==> src/rtl/mem_arbiter.sv <==
// mem_arbiter: shares one RAM port between instruction fetch and data memory,
// data first, with a starvation counter that forces a pending fetch through.
module mem_arbiter #(
  parameter int ADDR_W     = 32,
  parameter int DATA_W     = 32,
  parameter int STARVE_MAX = 4
) (
  input  logic              CLK,
  input  logic              RST,
  input  logic              iREN,
  input  logic [ADDR_W-1:0] iaddr,
  output logic [DATA_W-1:0] iload,
  output logic              iwait,
  input  logic              dREN,
  input  logic              dWEN,
  input  logic [ADDR_W-1:0] daddr,
  input  logic [DATA_W-1:0] dstore,
  output logic [DATA_W-1:0] dload,
  output logic              dwait,
  output logic              ramREN,
  output logic              ramWEN,
  output logic [ADDR_W-1:0] ramaddr,
  output logic [DATA_W-1:0] ramstore,
  input  logic [DATA_W-1:0] ramload,
  input  logic [1:0]        ramstate,
  output logic              gnt_i,
  output logic              gnt_d,
  output logic              err
);
  typedef enum logic [1:0] {IDLE, DGNT, IGNT} state_t;
  localparam logic [3:0] MAX = 4'(STARVE_MAX);
  state_t     r_state, w_next;
  logic [3:0] r_starve, w_starve_next;
  logic       r_err, w_err_next;
  logic       w_dreq, w_ireq, w_done, w_error;
  assign w_dreq  = dREN | dWEN;
  assign w_ireq  = iREN;
  assign w_done  = ramstate[1];
  assign w_error = &ramstate;
  assign err     = r_err;
  always_ff @(posedge CLK or posedge RST)
    if (RST) begin
      r_state  <= IDLE;
      r_starve <= '0;
      r_err    <= 1'b0;
    end else begin
      r_state  <= w_next;
      r_starve <= w_starve_next;
      r_err    <= w_err_next;
    end
  // RAM outputs are pure functions of state and live requester inputs, so they
  // stay stable for as long as the requester holds its request during BUSY.
  always_comb begin
    w_next        = r_state;
    w_starve_next = r_starve;
    w_err_next    = r_err;
    ramREN        = 1'b0;
    ramWEN        = 1'b0;
    ramaddr       = '0;
    ramstore      = '0;
    iload         = '0;
    dload         = '0;
    iwait         = w_ireq;
    dwait         = w_dreq;
    gnt_i         = r_state == IGNT;
    gnt_d         = r_state == DGNT;
    case (r_state)
      IDLE: w_next = (w_dreq && r_starve < MAX) ? DGNT : w_ireq ? IGNT : w_dreq ? DGNT : IDLE;
      DGNT: begin
        ramaddr  = daddr;
        ramstore = dstore;
        ramWEN   = dWEN;
        ramREN   = dREN & ~dWEN;
        dload    = ramload;
        dwait    = w_dreq & ~w_done;
        if (!w_dreq) w_next = IDLE;
        else if (w_done) begin
          w_next        = IDLE;
          w_starve_next = !iREN ? '0 : (r_starve < MAX) ? r_starve + 4'd1 : MAX;
          w_err_next    = r_err | w_error;
        end
      end
      IGNT: begin
        ramaddr = iaddr;
        ramREN  = iREN;
        iload   = ramload;
        iwait   = w_ireq & ~w_done;
        if (!w_ireq) w_next = IDLE;
        else if (w_done) begin
          w_next        = IDLE;
          w_starve_next = '0;
          w_err_next    = r_err | w_error;
        end
      end
      default: w_next = IDLE;
    endcase
  end
endmodule

==> config.mk <==
export PLATFORM = sky130hd
export DESIGN_NAME = mem_arbiter
export DESIGN_NICKNAME = d
export VERILOG_FILES = /design/src/rtl/mem_arbiter.sv
export SDC_FILE = /design/constraint.sdc
export NUM_CORES = 1
export LEC_CHECK = 0
export BUFFER_PORTS_ARGS = -buffer_cell sky130_fd_sc_hd__buf_2
export CORE_AREA = 2 2 106 108
export DETAILED_ROUTE_END_ITERATION = 8
export DIE_AREA = 0 0 108 110
export GPL_ROUTABILITY_DRIVEN = 0
export PLACE_DENSITY_LB_ADDON = 0.3
export SKIP_LAST_GASP = 1
export SLEW_MARGIN = 15
export SYNTH_ARGS = -nofsm -noshare
export SYNTH_HDL_FRONTEND = slang
export SYNTH_SLANG_ARGS = --single-unit
==> constraint.sdc <==
create_clock -name CLK -period 5.5 [get_ports CLK]
set_input_delay 1.375 -clock CLK [delete_from_list [all_inputs] [get_ports CLK]]
set_output_delay 1.375 -clock CLK [all_outputs]
set_load 0.02 [all_outputs]
# --- Word level (Yosys, flattened, before mapping) ---
# Cells that the tools add are included.
totals:
  register_bits: 7
  wordCells: 50
  input_bits: 135
op_classes:
  order_cmp: 1
  n_addsub: 1
  eq_ne: 6
  mux: 26
  bitwise: 7
  n_reduce_logical: 6
op_table:
  columns: ["operator", "n"]
  rows:
  - ["32-bit 2-to-1 mux", 3]
  - ["32-bit case mux with 2 select lines", 1]
  - ["4-bit 2-to-1 mux", 6]
  - ["2-bit 2-to-1 mux", 5]
  - ["4-bit case mux with 2 select lines", 1]
  - ["1-bit 2-to-1 mux", 7]
  - ["2-bit != test, second input constant", 3]
  - ["2-bit case mux with 3 select lines", 1]
  - ["5-bit AND reduction", 1]
  - ["4-bit by 1-bit adder with 4-bit output, second input constant", 1]
  - ["4-bit by 3-bit < comparator with 1-bit output, second input constant", 1]
  - ["1-bit case mux with 2 select lines", 2]
  - ["1-bit bitwise AND", 3]
  - ["3-bit AND reduction", 1]
  - ["2-bit by 1-bit == test with 1-bit output, second input constant", 1]
  - ["2-bit == test, second input constant", 1]
  - ["2-bit zero test", 1]
  - ["2-bit by 1-bit != test with 1-bit output, second input constant", 1]
  - ["1-bit NOT", 2]
  - ["1-bit OR", 2]
  - ["2-bit AND reduction", 1]
  - ["2-bit nonzero test", 1]
  - ["1-bit logical AND", 1]

# --- Longest topological paths before layout ---
depth:
  ltp_word: 6
  ltp_mapped: 7
  ltp_nobuf: 6

# --- Worst setup path before layout ---
# OpenSTA, ideal clock, no wires.
synth_path:
  path_kind: "input -> output"
  from: "in iREN"
  to: "out iwait"
  path_slack_ps: 2241
  arrival_ps: 1884
  cell_stages: 1
  n_path_buf: 0
  cell_sequence: "a21boi_0"
synth_via:
  elab_chain_len: 2
synth_rtl:
  columns: ["item", "line", "source"]
  rows:
  - ["start, declared", "10", "input logic iREN,"]
  - ["1-bit bitwise AND", "87", "iwait = w_ireq & ~w_done;"]
  - ["1-bit 2-to-1 mux (*)", "67", "case (r_state)"]
  - ["end, declared", "13", "output logic iwait,"]
# Mark *: on every way between the ends. The rest lies on a longest branch, timed or not.

# --- Worst setup path in the final report ---
layout_path:
  from: "reg r_state[1]"
  to: "out ramstore[12]"
layout_via:
  elab_chain_len: 2
layout_rtl:
  columns: ["item", "line", "source"]
  rows:
  - ["start, declared", "32", "state_t r_state, w_next;"]
  - ["start signal, assigned", "47", "r_state <= w_next;"]
  - ["2-bit by 1-bit == test with 1-bit output", "67", null]
  - ["32-bit 2-to-1 mux", "67", null]
  - ["end, declared", "23", "output logic [DATA_W-1:0] ramstore,"]
# No other way between the ends.

==> run_results.csv <==
group,metric,value,unit
outcome,status,"finished clean",
yosys,synth_cells,233,
worst_hold_path,hold_end,"err",
grt,grt.overflow.total,0,
cts,htreeDepth,1,
flow_run,drv_cap,0,
power_and_ir_drop,intPower,0.0005427,W
drt,ant_nets,0,
drt,firstDrtPassIters,4,
floorplan,rows,38,
cts,cts_setup_buffers,0,
setup_path,reg2reg_slack,2.77,ns
drt,drc,0,
yosys,synth.avg_cell_area,7.110,µm²
timing,fmax,0.2624,GHz
timing,setup_viol,0,
layout,multi_input_comb_area,1366,µm²
setup_path,critical_path_class,"flop to output pin",
layout,post-route-util,29.38,%
layout,final_nets,629,
timing,period_needed,3.810,ns
drt,wire_per_inst,13.13,µm
timing,maxSlewViolCount,0,
drt,vias_per_cell,4.080,
yosys,synth_area,1657,µm²
timing,worstMarginPinSlew,1.019,ns
setup_path,required,4.12,ns
timing,hold_viol_final,0,
yosys,synth_seq_area_share,10.57,%
yosys,ys_types,30,
power_and_ir_drop,power.switching,0.0007448,W
floorplan,coreArea,10700,µm²
setup_path,reg2reg_depth,7,
timing,maxSlewHeadroom,32.06,%
timing,finalCritPeriodShare,69.28,%
drt,totalWireLength,8244,µm
power_and_ir_drop,p_clk_share,5.6,%
cts,cts_tree,"yes",
cts,cts_root_buf,"clkbuf_8",
timing,fin_skew,0.005286,ns
cts,cts_resized,0,
worst_hold_path,hp-start,"err",
cts,cts_hold_buf,0,
setup_path,cp_max_fo,59,
floorplan,die_x,108,µm
setup_path,end_kind,"output pin",
power_and_ir_drop,p_leak,1.866,nW
grt,grt_util_all_layers,11.72,%
floorplan,die_area,11880,µm²
drt,vias,2562,
placed_design,dpl.hpwl,6945,µm
layout,syn2layout_area_growth,89.73,%
floorplan,ios,270,
floorplan,die_y,110,µm
cts,clk_latency,0.23,ns
setup_path,worst_setup_path_start_kind,"flop",
grt,grt_max_degree,60,
setup_path,reg2reg_to,"r_starve[2]",
placed_design,portBuffers,269,
yosys,syn_nets,375,
setup_path,rr_startpoint,"r_state[1]",
power_and_ir_drop,swShare,57.85,%
timing,setup_tns,0,ns
worst_hold_path,hold_depth,1,
setup_path,arrival,2.44,ns
power_and_ir_drop,combPwrFrac,88.1,%
grt,grt_pass1_wl,11340,µm
cts,numCtsBuffers,3,
layout,drive_gt1_share,58.44,%
cts,clk_pin_slew,0.04,ns
grt,grt_pass1_vias,2233,
drt,initialDrtViolationCount,90,
yosys,synth_warnings,0,
grt,grt_antenna_before_repair,3,
timing,holdWs,0.4629,ns
power_and_ir_drop,ir_worst_vdd,0.3295,mV
power_and_ir_drop,design_power_total,0.001288,W
cts,clock-sinks,7,
setup_path,cp-startpoint,"r_state[1]",
yosys,ys_ff_latch,7,
layout,fillers,1175,
worst_hold_path,min_path_type,"flop to flop",
power_and_ir_drop,powerDensity,409.6,nW/µm²
layout,seq_area,175.2,µm²
floorplan,initial_core_util,15.49,%
power_and_ir_drop,p_seq_share,6.3,%
cts,cts_buffer_depth,2,
timing,rsz0062_at_grt,"no",
power groups by stage:
stage / clock (W) / combinational (W) / sequential [W]
6_report: 0.0000725 / 0.00113 / 0.0000806
2_1_floorplan: 0 / 0.000794 / 0.0000779
3_3_place_gp: 0 / 0.00113 / 0.0000798
4_1_cts: 0.0000738 / 0.00114 / 0.0000805
5_1_grt: 0.0000776 / 0.00123 / 0.0000823
3_5_place_dp: 0 / 0.00114 / 0.0000814
state kept, by name (all words and copies together) (netlist names):
register and count:
err 1, r_starve 4, r_state 2
per-layer routing:
metal	up-vias	track usage [%]	wire [µm]
li1	1278	-	-
met1	1159	14.54	3345
met2	117	21.16	4200
met3	6	2.234	655
met4	2	2.381	28
met5	-	0	13
final cells by class:
cell class / instances / share of cell area, %
Sequential cell: 7 / 5.573
Multi-Input combinational cell: 200 / 43.47
Antenna cell: 2 / 0.1592
Inverter: 4 / 0.4777
Timing Repair Buffer: 271 / 43.31
Tap cell: 140 / 5.573
Clock buffer: 4 / 1.433
cells in the final DEF, fill, tap and decap left out, drive strengths merged:
master | Yosys | layout
nor3 | 1 | 1
a31o | 1 | 1
clkbuf | 18 | 4
a21boi | 1 | 1
ha | 7 | 7
inv | 4 | 4
nand3 | 1 | 1
o311ai | 1 | 1
nand3b | 1 | 1
diode | 0 | 2
buf | 4 | 271
a211o | 2 | 2
and2 | 98 | 98
o21ai | 4 | 4
a22oi | 32 | 32
nand2 | 4 | 4
a2111oi | 1 | 1
mux2i | 1 | 1
a211oi | 1 | 1
a21oi | 5 | 5
nor2b | 34 | 34
o21ba | 1 | 1
or2 | 1 | 1
nor2 | 2 | 2
dfrtp | 7 | 7
nand2b | 1 | 1
worst max path at each step:
| stage | cells past startpoint | end |
|---|---|---|
| after floorplan | 1 | iwait |
| after global placement | 5 | ramstore[12] |
| after detailed placement | 5 | ramstore[5] |
| after CTS | 5 | ramstore[5] |
| after global routing | 5 | ramstore[5] |
| final | 5 | ramstore[12] |
cell usage after synthesis:
master,number,area [µm²]
o21ai_0,3,15.01
nand3_1,1,5.000
a21oi_1,5,25.02
mux2i_1,1,10.01
buf_2,1,5.000
nor2b_4,1,13.76
nor3_1,1,5.000
or2_2,1,6.260
and2_2,2,15.01
a211oi_1,1,7.510
nand2b_1,1,6.260
o21ai_1,1,5.000
buf_6,2,22.52
clkbuf_1,18,67.56
inv_1,4,15.01
nand3b_1,1,7.510
nand2_1,4,15.01
a22oi_1,32,240.2
a21boi_0,1,7.510
nor2b_1,33,206.5
buf_4,1,7.510
a211o_1,2,17.52
a31o_2,1,8.760
nor2_2,2,12.51
o311ai_0,1,8.760
ha_1,7,87.58
and2_1,96,600.6
o21ba_2,1,10.01
dfrtp_1,7,175.2
a2111oi_4,1,27.53
stage by stage:
stage,cell area [µm²],std cells,worst slack [ns]
floorplan,1657,233,2.241
global placement,3093,622,1.983
detailed placement,3093,622,1.919
CTS,3138,626,1.702
global route,3143,628,1.521
finish,3143,628,1.690
critical path, stage by stage (launching register included):
cell	delay (ns)
dfrtp_1	0.42
inv_1	0.13
ha_2	0.71
buf_4	0.52
and2_1	0.20
buf_2	0.17
cells by family after synthesis:
| logic type | after synthesis | synth area share [%] |
|---|---|---|
| AND/OR/NAND/NOR | 143 | 53.93 |
| AO/OA/AOI/OAI | 49 | 22.51 |
| buffers and inverters | 26 | 7.099 |
| adder cells (fa/ha/maj) | 7 | 5.287 |
| flip-flops | 7 | 10.57 |
| multiplexers | 1 | 0.6043 |
Power figures use the tool's default switching activity.
